--- config.mk ---
export PLATFORM = sky130hd
export DESIGN_NAME = dvc_buffer_ctrl
export DESIGN_NICKNAME = d
export VERILOG_FILES = /design/src/rtl/dvc_buffer_ctrl.sv
export SDC_FILE = /design/constraint.sdc
export NUM_CORES = 1
export LEC_CHECK = 0
export BUFFER_PORTS_ARGS = -buffer_cell sky130_fd_sc_hd__clkbuf_2
export CORE_UTILIZATION = 45
export CTS_BUF_LIST = sky130_fd_sc_hd__clkbuf_4 sky130_fd_sc_hd__clkbuf_8 sky130_fd_sc_hd__clkbuf_16
export CTS_CLUSTER_DIAMETER = 100
export DETAILED_ROUTE_END_ITERATION = 16
export MAX_ROUTING_LAYER = met4
export PLACE_DENSITY_LB_ADDON = 0.25
export REMOVE_ABC_BUFFERS = 1
export SYNTH_ARGS = -nofsm -noshare
export SYNTH_HDL_FRONTEND = slang
export SYNTH_SLANG_ARGS = --single-unit
--- constraint.sdc ---
create_clock -name clk -period 22.1 [get_ports clk]
set_clock_uncertainty 0.1 [all_clocks]
set_input_delay 2.21 -clock clk [delete_from_list [all_inputs] [get_ports clk]]
set_output_delay 2.21 -clock clk [all_outputs]
set_load 0.005 [all_outputs]
--- src/rtl/dvc_buffer_ctrl.sv ---
// Dynamic VC buffer controller: several VCs share one flit bank through
// per-VC linked lists, with unallocated slots tracked in a free-slot FIFO.
module dvc_buffer_ctrl #(
    parameter  int max_vc_number     = 10,
    parameter  int memory_bank_depth = 32,
    localparam int ptr_w = $clog2(memory_bank_depth),
    localparam int cnt_w = $clog2(memory_bank_depth + 1)
) (
    input  logic                     clk,
    input  logic                     reset,
    input  logic                     push_valid,
    input  logic [max_vc_number-1:0] push_vc,
    input  logic                     pop_valid,
    input  logic [max_vc_number-1:0] pop_vc,
    output logic                     push_ready,
    output logic                     write_valid,
    output logic [ptr_w-1:0]         write_addr,
    output logic                     read_valid,
    output logic [ptr_w-1:0]         read_addr,
    output logic [max_vc_number-1:0] vc_empty,
    output logic [cnt_w-1:0]         free_count,
    output logic                     error
);

    localparam int idx_w = (max_vc_number > 1) ? $clog2(max_vc_number) : 1;
    localparam logic [ptr_w-1:0] ptr_one = 1;
    localparam logic [cnt_w-1:0] cnt_one = 1;
    localparam logic [cnt_w-1:0] cnt_full = memory_bank_depth;

    logic [ptr_w-1:0] free_mem [memory_bank_depth];
    logic [ptr_w-1:0] free_rd;
    logic [ptr_w-1:0] free_wr;
    logic [cnt_w-1:0] free_cnt;

    logic [ptr_w-1:0] head     [max_vc_number];
    logic [ptr_w-1:0] tail     [max_vc_number];
    logic [cnt_w-1:0] vc_count [max_vc_number];
    logic [ptr_w-1:0] next_ptr [memory_bank_depth];

    logic [idx_w-1:0] push_idx;
    logic [idx_w-1:0] pop_idx;
    logic             push_onehot;
    logic             pop_onehot;
    logic             pop_tgt_empty;
    logic             push_ok;
    logic             pop_ok;
    logic             same_vc;
    logic             same_single;
    logic             err_d;
    logic             err_q;

    always_comb begin
        push_idx = '0;
        pop_idx  = '0;
        for (int i = 0; i < max_vc_number; i++) begin
            if (push_vc[i]) push_idx = idx_w'(i);
            if (pop_vc[i])  pop_idx  = idx_w'(i);
        end
    end

    always_comb begin
        for (int i = 0; i < max_vc_number; i++) begin
            vc_empty[i] = (vc_count[i] == '0);
        end
    end

    assign push_onehot   = $onehot(push_vc);
    assign pop_onehot    = $onehot(pop_vc);
    assign pop_tgt_empty = vc_empty[pop_idx];

    assign push_ready = (free_cnt != '0);
    assign free_count = free_cnt;

    // Requests seen while reset is high never commit.
    assign push_ok = ~reset & push_valid & push_ready & push_onehot;
    assign pop_ok  = ~reset & pop_valid & pop_onehot & ~pop_tgt_empty;

    assign same_vc     = push_ok & pop_ok & (push_idx == pop_idx);
    assign same_single = same_vc & (vc_count[pop_idx] == cnt_one);

    assign write_valid = push_ok;
    assign write_addr  = free_mem[free_rd];
    assign read_valid  = pop_ok;
    assign read_addr   = head[pop_idx];

    assign err_d = ~reset &
                   ((push_valid & (~push_onehot | ~push_ready)) |
                    (pop_valid  & (~pop_onehot  | pop_tgt_empty)));

    assign error = err_q;

    // Free-slot FIFO; it starts full, so rd == wr at reset.
    always_ff @(posedge clk or posedge reset) begin
        if (reset) begin
            for (int i = 0; i < memory_bank_depth; i++) begin
                free_mem[i] <= ptr_w'(i);
            end
            free_rd  <= '0;
            free_wr  <= '0;
            free_cnt <= cnt_full;
        end else begin
            if (push_ok) begin
                free_rd <= free_rd + ptr_one;
            end
            if (pop_ok) begin
                free_mem[free_wr] <= read_addr;
                free_wr           <= free_wr + ptr_one;
            end
            unique case ({push_ok, pop_ok})
                2'b10:   free_cnt <= free_cnt - cnt_one;
                2'b01:   free_cnt <= free_cnt + cnt_one;
                default: free_cnt <= free_cnt;
            endcase
        end
    end

    always_ff @(posedge clk or posedge reset) begin
        if (reset) begin
            for (int i = 0; i < max_vc_number; i++) begin
                head[i]     <= '0;
                tail[i]     <= '0;
                vc_count[i] <= '0;
            end
            for (int i = 0; i < memory_bank_depth; i++) begin
                next_ptr[i] <= '0;
            end
        end else begin
            if (push_ok) begin
                tail[push_idx] <= write_addr;
                if (vc_empty[push_idx]) begin
                    head[push_idx] <= write_addr;
                end else begin
                    next_ptr[tail[push_idx]] <= write_addr;
                end
            end
            // Popping the only flit while pushing the same VC: new flit becomes head.
            if (pop_ok) begin
                if (same_single) begin
                    head[pop_idx] <= write_addr;
                end else begin
                    head[pop_idx] <= next_ptr[head[pop_idx]];
                end
            end
            if (push_ok && !same_vc) begin
                vc_count[push_idx] <= vc_count[push_idx] + cnt_one;
            end
            if (pop_ok && !same_vc) begin
                vc_count[pop_idx] <= vc_count[pop_idx] - cnt_one;
            end
        end
    end

    always_ff @(posedge clk or posedge reset) begin
        if (reset) begin
            err_q <= 1'b0;
        end else begin
            err_q <= err_d;
        end
    end

endmodule

After elaboration in Yosys (flattened, before gate mapping)
Cells that the tools add are included.
- register bits after elaboration: 497
- output and inout port bits: 30
- add/sub/neg operators: 24
- order comparisons: 12
- equality and inequality tests: 6
- muxes and demuxes: 67
- bitwise operators: 27
- reductions and logical operators: 20
- operator list (cell ; count):
    bitwise mux 160 bit ; 2
    bitwise mux 50 bit ; 4
    2-to-1 mux 50 bit ; 4
    bitwise mux 60 bit ; 2
    2-to-1 mux 60 bit ; 2
    2-to-1 mux 4 bit ; 16
    zero test 6 bit ; 10
    2-to-1 mux 5 bit ; 12
    binary-select mux 5 bit (select 5 bit) ; 2
    demux 5 bit (select 5 bit) ; 2
    binary-select mux 6 bit (select 4 bit) ; 2
    demux 6 bit (select 4 bit) ; 2
    binary-select mux 5 bit (select 4 bit) ; 2
    demux 5 bit (select 4 bit) ; 2
    2-to-1 mux 6 bit ; 6
    greater-or-equal comparator 6 bit, second input constant ; 4
    inverter 5 -> 6 bit ; 4
    adder 1 x 1 -> 2 bit ; 10
    adder 2 x 2 -> 3 bit ; 4
    adder 6 x 1 -> 6 bit, second input constant ; 2
    AND 1 bit ; 12
    less-than comparator 6 x 1 -> 1 bit, second input constant ; 2
    one-hot mux 6 bit (2 select lines) ; 1
    subtractor 6 x 1 -> 6 bit, second input constant ; 2
    other kinds (21) ; 45

Longest topological paths before layout
Gate-level depths: netlist of run 1.
- depth after elaboration: 20
- gate-level depth with buffers: 27
- mapped depth without buffers: 24

Worst setup path after synthesis of run 1
Ideal clock, no wire load.
- kind: input -> output
- from: in reset
- to: out write_valid
- arrival time: 15.425 ns
- slack: 4.365 ns
- cell stages on the path: 5
- buffers on the path: 2
- cells stage by stage: inv_1 nand3_1 inv_1 clkbuf_1 buf_1
- cells in the longest elaborated chain, start to end: 4
- ends and longest elaborated chain (item ; line ; text):
    start: declaration ; 10 ; input logic reset,
    inverter 1 bit ; 75 ; assign push_ok = ~reset & push_valid & push_ready & push_onehot;
    AND 1 bit (3 in series) ; 75 ;
    end: declaration ; 16 ; output logic write_valid,
No other way between the ends.

Final worst setup path of run 1
- from: in pop_vc[9]
- to: out read_valid
- cells in the longest elaborated chain, start to end: 5
- elaborated cells on any way between the ends: 9
- those cells by class: 2 x add/sub; 1 x eq/ne; 3 x mux; 3 x bitwise
- ends and longest elaborated chain (item ; line ; text):
    start: declaration ; 14 ; input logic [max_vc_number-1:0] pop_vc,
    adder 1 x 1 -> 2 bit (not written as such) / 2-to-1 mux 4 bit (equally long branches) ; 68, 57 ;
    adder 4 x 2 -> 4 bit (not written as such) / binary-select mux 1 bit (select 4 bit) (equally long branches) ; 68, 69 ;
    == test 4 x 1 -> 1 bit / 2-to-1 mux 1 bit (equally long branches) ; 68, 69 ;
    AND 1 bit / inverter 1 bit (equally long branches) ; 76 ; assign pop_ok = ~reset & pop_valid & pop_onehot & ~pop_tgt_empty;
    AND 1 bit * ; 76 ;
    end: declaration ; 18 ; output logic read_valid,
Mark *: on every way between the ends. The rest lies on a longest branch, timed or not. The select of a mux whose other input is x is not followed.

==> reports/qor.csv, run 1 <==
stage;metric;value;unit
route;WL/cell;24.8;um
clocking;Root Buffer;clkbuf_16;
clocking;clock-pin slew on the worst setup and hold paths;0.06;ns
worst_setup_path;end of the critical path;read_valid;
route;# DRC;0;
clocking;Post-CTS Resized;0;
synth;count of cell types in the netlist;95;
power_and_ir_drop;maximum vdd drop;0.0986;mV
synth;post-synthesis instance area;0.0256;sq mm
placed_design;PortBufs;53;
worst_setup_path;Worst Path Arrival;6.66;ns
floorplanning;chip width;240;um
layout;Non-Filler Instances;3163;
layout;share of layout cells above drive strength 1;0.268;
sta;setup TNS;0;ns
clocking;H-tree depth;2;
placed_design;Placed Area;0.0265;sq mm
floorplanning;Rows;87;
clocking;TritonCTS clock tree;yes;
clocking;CTS buffer count;54;
sta;RSZ-0062 raised after global routing;false;
layout;# nets final;2417;
clocking;Max Buffers Root-to-Sink;3;
worst_setup_path;reg2reg start;vc_count[56];
worst_setup_path;worst r2r path cells;13;
sta;Worst Max-Slew Pin Slew;1.28;ns
synth;top cells by area, synth;dfrtp_1, mux2_2, dfstp_2, mux4_2, a21oi_1;
grt;largest net degree at the start of global routing;185;
floorplanning;Core Region;0.0563;sq mm
synth;Post-Syn Instances;2353;
placed_design;post-detail-place hpwl;53500;um
sta;relative slew slack;0.139;
synth;Syn Area/Cell;10.9;sq um
sta;Slew Viols, Final;0;
route;DR pass1 iterations;7;
layout;multi-input logic area;0.0122;sq mm
synth;area leader, netlist;dfrtp_1;
layout;antenna diode count;0;
route;Post-Route WL;78600;um
synth;Post-synth EDFFs;0;
placed_design;placed cell count;3062;
sta;fmax;111;MHz
synth;Seq/Total Area, Yosys;0.490;
route;DR iter-0 viols;2168;
layout;final core occ;0.506;
worst_setup_path;CP endpoint kind;output pin;
floorplanning;Initial Util;0.454;
placed_design;last weighted congestion value of the routability-driven placer;1.00;
synth;Primary FF master, synth;dfrtp_1;
route;count of antenna-violating nets left after detailed routing;0;
grt;global-route wire length before repair;121000;um
run;max cap viols;0;
clocking;hold_buf cts;0;
worst_setup_path;Max FO, Critical Path;33;
sta;min Tclk post-route;8.97;ns
worst_hold_path;hold crit path type;reg2reg;
synth;flops & latches, synth;497;
floorplanning;die area;0.0578;sq mm
layout;register area;0.0125;sq mm
worst_setup_path;Worst R2R Setup Slack;16.92;ns
route;total number of vias;19600;
clocking;TritonCTS Sinks;497;
floorplanning;IO Pins;54;
layout;Finished Cell Area;0.0285;sq mm
grt;initial antenna violation count;0;
worst_setup_path;type of origin of the critical path;input pin;
power_and_ir_drop;Leak Pwr;12.6;nW
clocking;setup fix buffers added after clock tree synthesis;0;
worst_hold_path;hold path depth;2;
route;vias per inst;6.20;
worst_setup_path;CP startpoint;pop_vc[9];
power_and_ir_drop;PD cells;101;mW/mm^2
floorplanning;Die Height;240;um
worst_setup_path;WS Path Type;in2out;
layout;P&R area growth vs syn;11.4;%
sta;endpoints failing setup;0;
sta;final worst-path cycle share;0.406;
worst_setup_path;reg2reg end;head[11];
synth;Yosys Warn Count;0;
sta;final hold vios;0;
worst_setup_path;Req. time, crit path;19.79;ns
status;status;completed;
grt;gr usage total;0.285;
clocking;worst-skew pair later-pin latency;0.62;ns
synth;Yosys top cell area share;0.407;
synth;Synth async-reset ratio;1.00;
grt;vias in the first global route;19600;
grt;grt total ovfl;0;
layout;FILL cells;4948;
==> registers in the layout, indices dropped and copies added (netlist names) <==
| register | cells |
|---|---|
| error | 1 |
| free_rd | 5 |
| free_count | 6 |
| free_mem | 160 |
| head | 50 |
| vc_count | 60 |
| tail | 50 |
| free_wr | 5 |
| next_ptr | 160 |
==> metal layers <==
metal,track usage,routed length (um)
met1,0.386,34500
met2,0.426,35500
met3,0.0607,6230
met4,0.0946,2360
met5,-,0
==> cells in the mapped netlist, drive strengths merged, types with 6 or more instances <==
library cell and n:
a211oi 9, buf 49, o22ai 68, or4 13, nand2 251, xnor2 22
a22oi 14, nand3 52, a31oi 6, dfrtp 416, a32oi 8, a21oi 211
mux2i 65, a2111oi 6, a222oi 25, nor2b 6, nor3 35, and2 11
or2 9, and3 17, dfstp 81, a221oi 9, nand2b 14, mux4 60
a22o 9, o211ai 18, or3 14, clkbuf 96, nand4 19, o21ai 99
fa 13, ha 18, mux2 257, nor2 222, inv 48
==> stage by stage <==
stage          hold WS [ns]  setup slack [ns]  total power [W]
5_1_grt               0.397             12.98          0.00300
6_report              0.381             13.13          0.00289
3_3_place_gp          0.358             13.20          0.00189
4_1_cts               0.383             13.21          0.00289
2_1_floorplan         0.345              4.36          0.00155
3_5_place_dp          0.367             13.04          0.00190
==> how the worst min path moves through the flow <==
| stage | slack [ns] | end | from |
|---|---|---|---|
| floorplan | 0.34 | free_mem[125] | free_mem[125] |
| global placement | 0.36 | free_mem[135] | free_mem[135] |
| detailed placement | 0.37 | tail[30] | tail[30] |
| CTS | 0.38 | tail[17] | tail[17] |
| global route | 0.40 | tail[38] | tail[38] |
| finish | 0.38 | free_mem[126] | free_mem[126] |
==> where the power goes <==
group	total [W]	internal, W	leakage [nW]	switching (W)
Sequential	0.00110	0.000994	6.57	0.000102
Clock	0.000983	0.000595	0.986	0.000388
Combinational	0.000807	0.000266	5.02	0.000541
==> worst max-delay path: stages <==
cell and delay, ns:
clkbuf_2 0.38, fa_1 0.52, fa_1 0.52, inv_1 0.06
fa_1 0.44, inv_1 0.07, ha_1 0.17, inv_1 0.07
fa_1 0.45, a2111oi_0 0.35, a21oi_1 0.08, a21oi_1 0.14
nand4_1 0.12, a211o_1 0.26, nor3b_2 0.18, buf_4 0.44
clkbuf_2 0.20
==> cell families after synthesis <==
| logic type | count (synthesis) | synth area share |
|---|---|---|
| AOI/OAI and AO/OA | 540 | 0.136 |
| xor gates and xnor gates | 24 | 0.00822 |
| adders and majority gates | 31 | 0.0190 |
| and+or+nand+nor | 684 | 0.123 |
| DFF | 497 | 0.490 |
| buffers and inverters | 195 | 0.0320 |
| muxes | 382 | 0.191 |
==> cells in the final DEF (no fill, tap or decap), types with 10 or more instances in the layout <==
| master | n |
|---|---|
| a21oi_1 | 211 |
| a222oi_1 | 25 |
| a22oi_1 | 14 |
| and2_1 | 10 |
| and3_1 | 17 |
| buf_4 | 44 |
| clkbuf_16 | 55 |
| clkbuf_2 | 53 |
| clkbuf_4 | 11 |
| clkbuf_8 | 16 |
| clkinv_2 | 10 |
| dfrtp_1 | 414 |
| dfstp_2 | 81 |
| fa_1 | 13 |
| ha_1 | 18 |
| inv_1 | 43 |
| mux2_2 | 248 |
| mux2i_1 | 65 |
| mux4_2 | 60 |
| nand2_1 | 248 |
| nand2b_1 | 14 |
| nand3_1 | 52 |
| nand4_1 | 18 |
| nor2_1 | 212 |
| nor3_1 | 30 |
| o211ai_1 | 17 |
| o21ai_0 | 98 |
| o22ai_1 | 68 |
| or3_1 | 13 |
| or4_1 | 13 |
| xnor2_1 | 22 |
==> area by class of cell <==
type	instances	area share
Clock buffer	82	0.0589
Tap cell	756	0.0332
Multi-Input combinational cell	1661	0.430
Inverter	50	0.00694
Timing Repair Buffer	98	0.0216
Sequential cell	497	0.440
Clock inverter	19	0.00940
Note: power is estimated with default switching activity, not from simulation.
==> run 2: changes to the inputs <==
Clock period 22.1 ns to 7.2 ns, I/O delays scaled along.
==> run 2 against run 1 <==
- critical path depth increased by 2
- non-clock buffer count increased by 7
- highest routed layer unchanged
- core utilization is 0.076 points lower
- final cell count up 0.25%
- sequential cell count unchanged
- first-iteration DRC count rose by 20%
- critical path type is now in2reg
- register-to-register slack got worse by 14 ns
- final area is 0.15% lower
- sequential power grew to 3.0 times the previous value
- routed wire length increased by 1.1%
==> reports/qor.csv, run 2 (same netlist as run 1, synthesis figures left out) <==
stage;metric;value;unit;change
status;status;completed;;unchanged
clocking;Root Buffer;clkbuf_16;;unchanged
placed_design;post-detail-place hpwl;53800;um;was 53,500 um
clocking;clock-pin slew on the worst setup and hold paths;0.06;ns;about the same
route;vias per inst;6.26;;was 6.20
sta;final hold vios;0;;unchanged
layout;# nets final;2424;;was 2,417
layout;top flop regs;free_mem (160), next_ptr (160), vc_count (60);;unchanged
sta;relative slew slack;0.159;;was 0.139
clocking;CTS buffer count;54;;unchanged
route;DR pass1 iterations;7;;unchanged
layout;most frequent cells in the layout;dfrtp_1, mux2_2, nand2_1;;unchanged
worst_setup_path;Worst Path Arrival;6.49;ns;was 6.66 ns
floorplanning;Initial Util;0.454;;unchanged
clocking;TritonCTS clock tree;yes;;unchanged
worst_setup_path;Req. time, crit path;7.61;ns;was 19.79 ns
sta;final worst-path cycle share;0.845;;
floorplanning;Core Region;0.0563;sq mm;unchanged
grt;gr usage total;0.289;;was 0.285
grt;global-route wire length before repair;123000;um;was 121,000 um
sta;setup TNS;0;ns;unchanged
floorplanning;die area;0.0578;sq mm;unchanged
route;total number of vias;19900;;was 19,600
sta;RSZ-0062 raised after global routing;false;;unchanged
floorplanning;IO Pins;54;;unchanged
worst_setup_path;type of origin of the critical path;input pin;;unchanged
worst_setup_path;WS Path Type;in2reg;;was in2out
clocking;Post-CTS Resized;0;;unchanged
layout;Finished Cell Area;0.0284;sq mm;was 0.0285 sq mm
layout;FILL cells;5033;;was 4,948
floorplanning;chip width;240;um;unchanged
layout;P&R area growth vs syn;11.2;%;was 11.4%
clocking;setup fix buffers added after clock tree synthesis;0;;unchanged
grt;vias in the first global route;19900;;was 19,600
worst_setup_path;Max FO, Critical Path;30;;was 33
clocking;Max Buffers Root-to-Sink;3;;unchanged
layout;commonest non-fill, non-tap cell in the layout;dfrtp_1;;unchanged
placed_design;PortBufs;53;;unchanged
floorplanning;Die Height;240;um;unchanged
clocking;hold_buf cts;0;;unchanged
worst_setup_path;worst r2r path cells;12;;was 13
grt;initial antenna violation count;0;;unchanged
worst_hold_path;hold crit path type;in2async;;was reg2reg
sta;endpoints failing setup;0;;unchanged
power_and_ir_drop;maximum vdd drop;0.209;mV;was 0.0986 mV
placed_design;Placed Area;0.0266;sq mm;was 0.0265 sq mm
sta;min Tclk post-route;6.08;ns;
grt;grt total ovfl;0;;unchanged
power_and_ir_drop;PD cells;307;mW/mm^2;was 101 mW/mm^2
clocking;H-tree depth;2;;unchanged
sta;Slew Viols, Final;0;;unchanged
route;# DRC;0;;unchanged
route;DR iter-0 viols;2600;;was 2,168
power_and_ir_drop;Leak Pwr;12.5;nW;was 12.6 nW
layout;antenna diode count;0;;unchanged
route;count of antenna-violating nets left after detailed routing;0;;unchanged
grt;largest net degree at the start of global routing;194;;was 185
run;max cap viols;0;;unchanged
clocking;TritonCTS Sinks;497;;unchanged
sta;fmax;164;MHz;
worst_setup_path;CP endpoint kind;flip-flop;;was output pin
route;Post-Route WL;79400;um;was 78,600 um
sta;Worst Max-Slew Pin Slew;1.26;ns;was 1.28 ns
layout;share of layout cells above drive strength 1;0.270;;was 0.268
route;WL/cell;25.0;um;was 24.8 um
clocking;worst-skew pair later-pin latency;0.63;ns;was 0.62 ns
floorplanning;Rows;87;;unchanged
placed_design;last weighted congestion value of the routability-driven placer;0.990;;was 1.00
[run 2: cell count changes in the layout (fill, tap and decap cells not counted)]
| cell | change |
|---|---|
| inv_6 | -1 |
| clkinv_4 | +3 |
| clkinv_16 | +1 |
| clkbuf_4 | +6 |
| clkbuf_8 | -4 |
| bufinv_16 | -4 |
| buf_4 | +7 |
| clkinv_2 | -2 |
| clkinvlp_4 | +3 |
| clkbuf_16 | -1 |
[run 2: layout make-up]
class / instances / area [sq um] / area share
Timing Repair Buffer: 105 / 668 / 0.0235
Clock buffer: 83 / 1640 / 0.0578
Multi-Input combinational cell: 1661 / 12200 / 0.430
Sequential cell: 497 / 12500 / 0.441
Tap cell: 756 / 946 / 0.0333
Inverter: 50 / 198 / 0.00695
Clock inverter: 19 / 208 / 0.00730
[run 2: final timing paths]
check	to	slack [ns]	from
max	free_mem[75]	1.12	pop_vc[7]
min	vc_count[53]	0.15	reset
max reg2reg	head[0]	2.51	head[6]
min reg2reg	free_mem[131]	0.38	free_mem[131]
max in group asynchronous	free_rd[1]	4.59	reset
min in group clk	error	0.34	reset
[run 2: routing by layer]
layer | share of wire | vias up | global-route usage
met2 | 0.46 | 885 | 0.441
met1 | 0.43 | 10100 | 0.391
met3 | 0.072 | 193 | 0.0440
li1 | - | 8645 | -
met5 | 0 | - | -
met4 | 0.037 | 0 | 0.106
[run 2: power breakdown]
| part | switching [W] | internal, W |
|---|---|---|
| Combinational | 0.00172 | 0.000825 |
| Sequential | 0.000280 | 0.00305 |
| Clock | 0.00118 | 0.00166 |
| Total | 0.00319 | 0.00553 |
[run 2: through the flow]
stage               hold WS [ns]  setup slack [ns]   util  total power [W]  instances
finish                     0.151              1.12  0.505          0.00872       3171
global route               0.184             0.877  0.505          0.00907       3171
global placement           0.358             0.779  0.473          0.00585       3069
detailed placement         0.363             0.603  0.473          0.00588       3069
CTS                        0.183              1.28  0.505          0.00874       3171
floorplan                  0.345             -8.73      -          0.00476       2208
[run 2: worst max-delay path, stage by stage]
cell,delay [ns]
clkbuf_2,0.30
fa_1,0.51
fa_1,0.53
inv_1,0.05
fa_1,0.42
inv_1,0.07
ha_1,0.15
inv_1,0.06
fa_1,0.43
a2111oi_0,0.30
a21oi_1,0.08
a21oi_1,0.13
nand4_1,0.11
a211o_1,0.28
nor3b_2,0.53
buf_4,0.44
nand2_1,0.40
nor2_1,0.56
mux2_2,0.40
==> run 3: changes to the inputs <==
Clock period 7.2 ns to 5.5 ns, I/O delays scaled along.
==> run 3 against run 2 <==
- the flow now finishes with violations (hold timing)
- die area did not move
- routed wire length rose by 2.3%
- global-route usage rose by 0.47 points
- final cell count rose by 5.4%
- clock power rose by 32%
- sequential cell count did not move
==> reports/qor.csv, run 3 (same netlist as run 1, synthesis figures left out) <==
stage;metric;value;unit;change
status;status;finished with violations;;was completed
status;failing checks;hold timing;;
clocking;worst-skew pair later-pin latency;0.62;ns;was 0.63 ns
route;DR pass1 iterations;9;;was 7
layout;Non-Filler Instances;3342;;was 3,171
placed_design;last weighted congestion value of the routability-driven placer;1.04;;was 0.990
power_and_ir_drop;Clk pwr share;0.320;;was 0.326
clocking;H-tree depth;2;;unchanged
power_and_ir_drop;sequential share of power;0.371;;was 0.382
placed_design;placed cell count;3244;;was 3,069
layout;commonest non-fill, non-tap cell in the layout;dfrtp_1;;unchanged
worst_setup_path;Worst R2R Setup Slack;1.09;ns;was 2.51 ns
grt;Most Crowded Layer GR;met2;;unchanged
layout;Finished Cell Area;0.0299;sq mm;was 0.0284 sq mm
floorplanning;chip width;240;um;unchanged
layout;top flop regs;free_mem (160), next_ptr (160), vc_count (60);;unchanged
power_and_ir_drop;maximum vdd drop;0.304;mV;was 0.209 mV
placed_design;PortBufs;53;;unchanged
clocking;CTS buffer count;53;;was 54
sta;WHS;-0.0491;ns;was 0.151 ns
clocking;clock-pin slew on the worst setup and hold paths;0.07;ns;was 0.06 ns
layout;# nets final;2598;;was 2,424
grt;met1 usage;0.412;;was 0.391
sta;min Tclk post-route;5.22;ns;
grt;gr usage total;0.294;;was 0.289
grt;grt total ovfl;0;;unchanged
grt;global routing usage on met3;0.0464;;was 0.0440
floorplanning;Die Height;240;um;unchanged
worst_setup_path;reg2reg start;vc_count[56];;was head[6]
power_and_ir_drop;Comb pwr share;0.308;;was 0.292
layout;share of layout cells above drive strength 1;0.320;;was 0.270
sta;final worst-path cycle share;0.949;;
worst_setup_path;type of origin of the critical path;input pin;;unchanged
grt;initial antenna violation count;1;;was 0
grt;largest net degree at the start of global routing;166;;was 194
sta;relative slew slack;0.0371;;was 0.159
clocking;Max Buffers Root-to-Sink;3;;unchanged
worst_hold_path;hold crit path type;in2async;;unchanged
floorplanning;Rows;87;;unchanged
power_and_ir_drop;sw power;0.00425;W;was 0.00319 W
worst_setup_path;Worst Path Arrival;4.57;ns;was 6.49 ns
route;DR iter-0 viols;1948;;was 2,600
worst_setup_path;WS Path Type;in2out;;was in2reg
sta;Worst Max-Slew Pin Slew;1.44;ns;was 1.26 ns
worst_setup_path;Req. time, crit path;4.85;ns;was 7.61 ns
clocking;hold_buf cts;0;;unchanged
route;Post-Route WL;81200;um;was 79,400 um
route;total number of vias;20300;;was 19,900
route;WL/cell;24.3;um;was 25.0 um
layout;P&R area growth vs syn;16.8;%;was 11.2%
layout;most frequent cells in the layout;dfrtp_1, mux2_2, nand2_1;;unchanged
sta;endpoints failing setup;0;;unchanged
floorplanning;die area;0.0578;sq mm;unchanged
route;# DRC;0;;unchanged
grt;global-route wire length before repair;124000;um;was 123,000 um
power_and_ir_drop;Power Internal;0.00748;W;was 0.00553 W
clocking;TritonCTS clock tree;yes;;unchanged
sta;Slew Viols, Final;0;;unchanged
clocking;Root Buffer;clkbuf_16;;unchanged
clocking;setup fix buffers added after clock tree synthesis;0;;unchanged
floorplanning;Initial Util;0.454;;unchanged
sta;RSZ-0062 raised after global routing;false;;unchanged
sta;fmax;192;MHz;
floorplanning;Core Region;0.0563;sq mm;unchanged
clocking;Post-CTS Resized;0;;unchanged
route;vias per inst;6.08;;was 6.26
grt;met2 Use GR;0.441;;about the same
grt;vias in the first global route;20200;;was 19,900
clocking;TritonCTS Sinks;497;;unchanged
floorplanning;IO Pins;54;;unchanged
layout;FILL cells;4969;;was 5,033
sta;final hold vios;15;;was 0
worst_setup_path;CP startpoint;push_vc[9];;was pop_vc[7]
run;max cap viols;0;;unchanged
worst_setup_path;CP endpoint kind;output pin;;was flip-flop
placed_design;post-detail-place hpwl;57500;um;was 53,800 um
worst_setup_path;Max FO, Critical Path;16;;was 30
power_and_ir_drop;Switching Fraction;0.362;;was 0.365
route;count of antenna-violating nets left after detailed routing;0;;unchanged
power_and_ir_drop;PD cells;393;mW/mm^2;was 307 mW/mm^2
power_and_ir_drop;Leak Pwr;13.5;nW;was 12.5 nW
placed_design;Placed Area;0.0280;sq mm;was 0.0266 sq mm
[run 3: changes by cell type in the layout (fill, tap and decap cells not counted), sizes merged]
cell    before  now
buf         52  227
bufinv       2    4
clkbuf     136  132
clkinv      14    9
diode        0    1
inv         50   52
[run 3: cell type report]
cell class	instances	area, sq um	area share
clock inverters	18	235	0.00788
repair buffers	280	2060	0.0689
well taps	756	946	0.0317
diodes	1	2.50	0.0000838
flip-flops and latches	497	12500	0.420
inverters	50	198	0.00662
multi-input cells	1661	12300	0.411
clock buffers	79	1610	0.0540
[run 3: per-stage QoR]
step	setup WS (ns)	total power, W	utilization	TNS (ns)
detailed placement	-0.393	0.00795	0.497	-41.72
CTS	0.224	0.0117	0.530	0
global route	0.0246	0.0122	0.531	0
global placement	-0.285	0.00790	0.497	-25.42
finish	0.279	0.0117	0.531	0
floorplan	-10.26	0.00623	-	-7462.36
[run 3: critical path, cell delays in order]
cell       delay (ns)
clkbuf_2         0.25
fa_1             0.49
fa_1             0.51
inv_1            0.05
fa_1             0.43
inv_1            0.07
ha_1             0.16
inv_1            0.06
fa_1             0.43
a2111oi_0        0.37
a21oi_1          0.07
nor2_1           0.20
nand3_1          0.13
inv_1            0.12
buf_4            0.30
buf_4            0.23
clkbuf_2         0.13
[run 3: path summary, 6_finish.rpt]
check                                     end  cells after the start
min in group clk                        error                      3
max in group asynchronous       free_mem[151]                      4
worst min register to register  free_mem[137]                      2
worst max register to register       head[13]                     14
worst max-delay path              write_valid                     17
worst min-delay path                    error                      2
[run 3: per-layer routing]
metal	vias to the layer above	part of all wire
li1	8980	-
met2	861	0.45
met5	-	0
met3	133	0.078
met1	10400	0.44
met4	0	0.028
[run 3: power groups by stage]
| stage | clock network (W) | registers [W] | logic, W |
|---|---|---|---|
| after CTS | 0.00383 | 0.00435 | 0.00355 |
| after global routing | 0.00396 | 0.00439 | 0.00382 |
| after detailed placement | 0 | 0.00441 | 0.00354 |
| final | 0.00376 | 0.00436 | 0.00362 |
| after global placement | 0 | 0.00440 | 0.00350 |
| after floorplan | 0 | 0.00433 | 0.00190 |
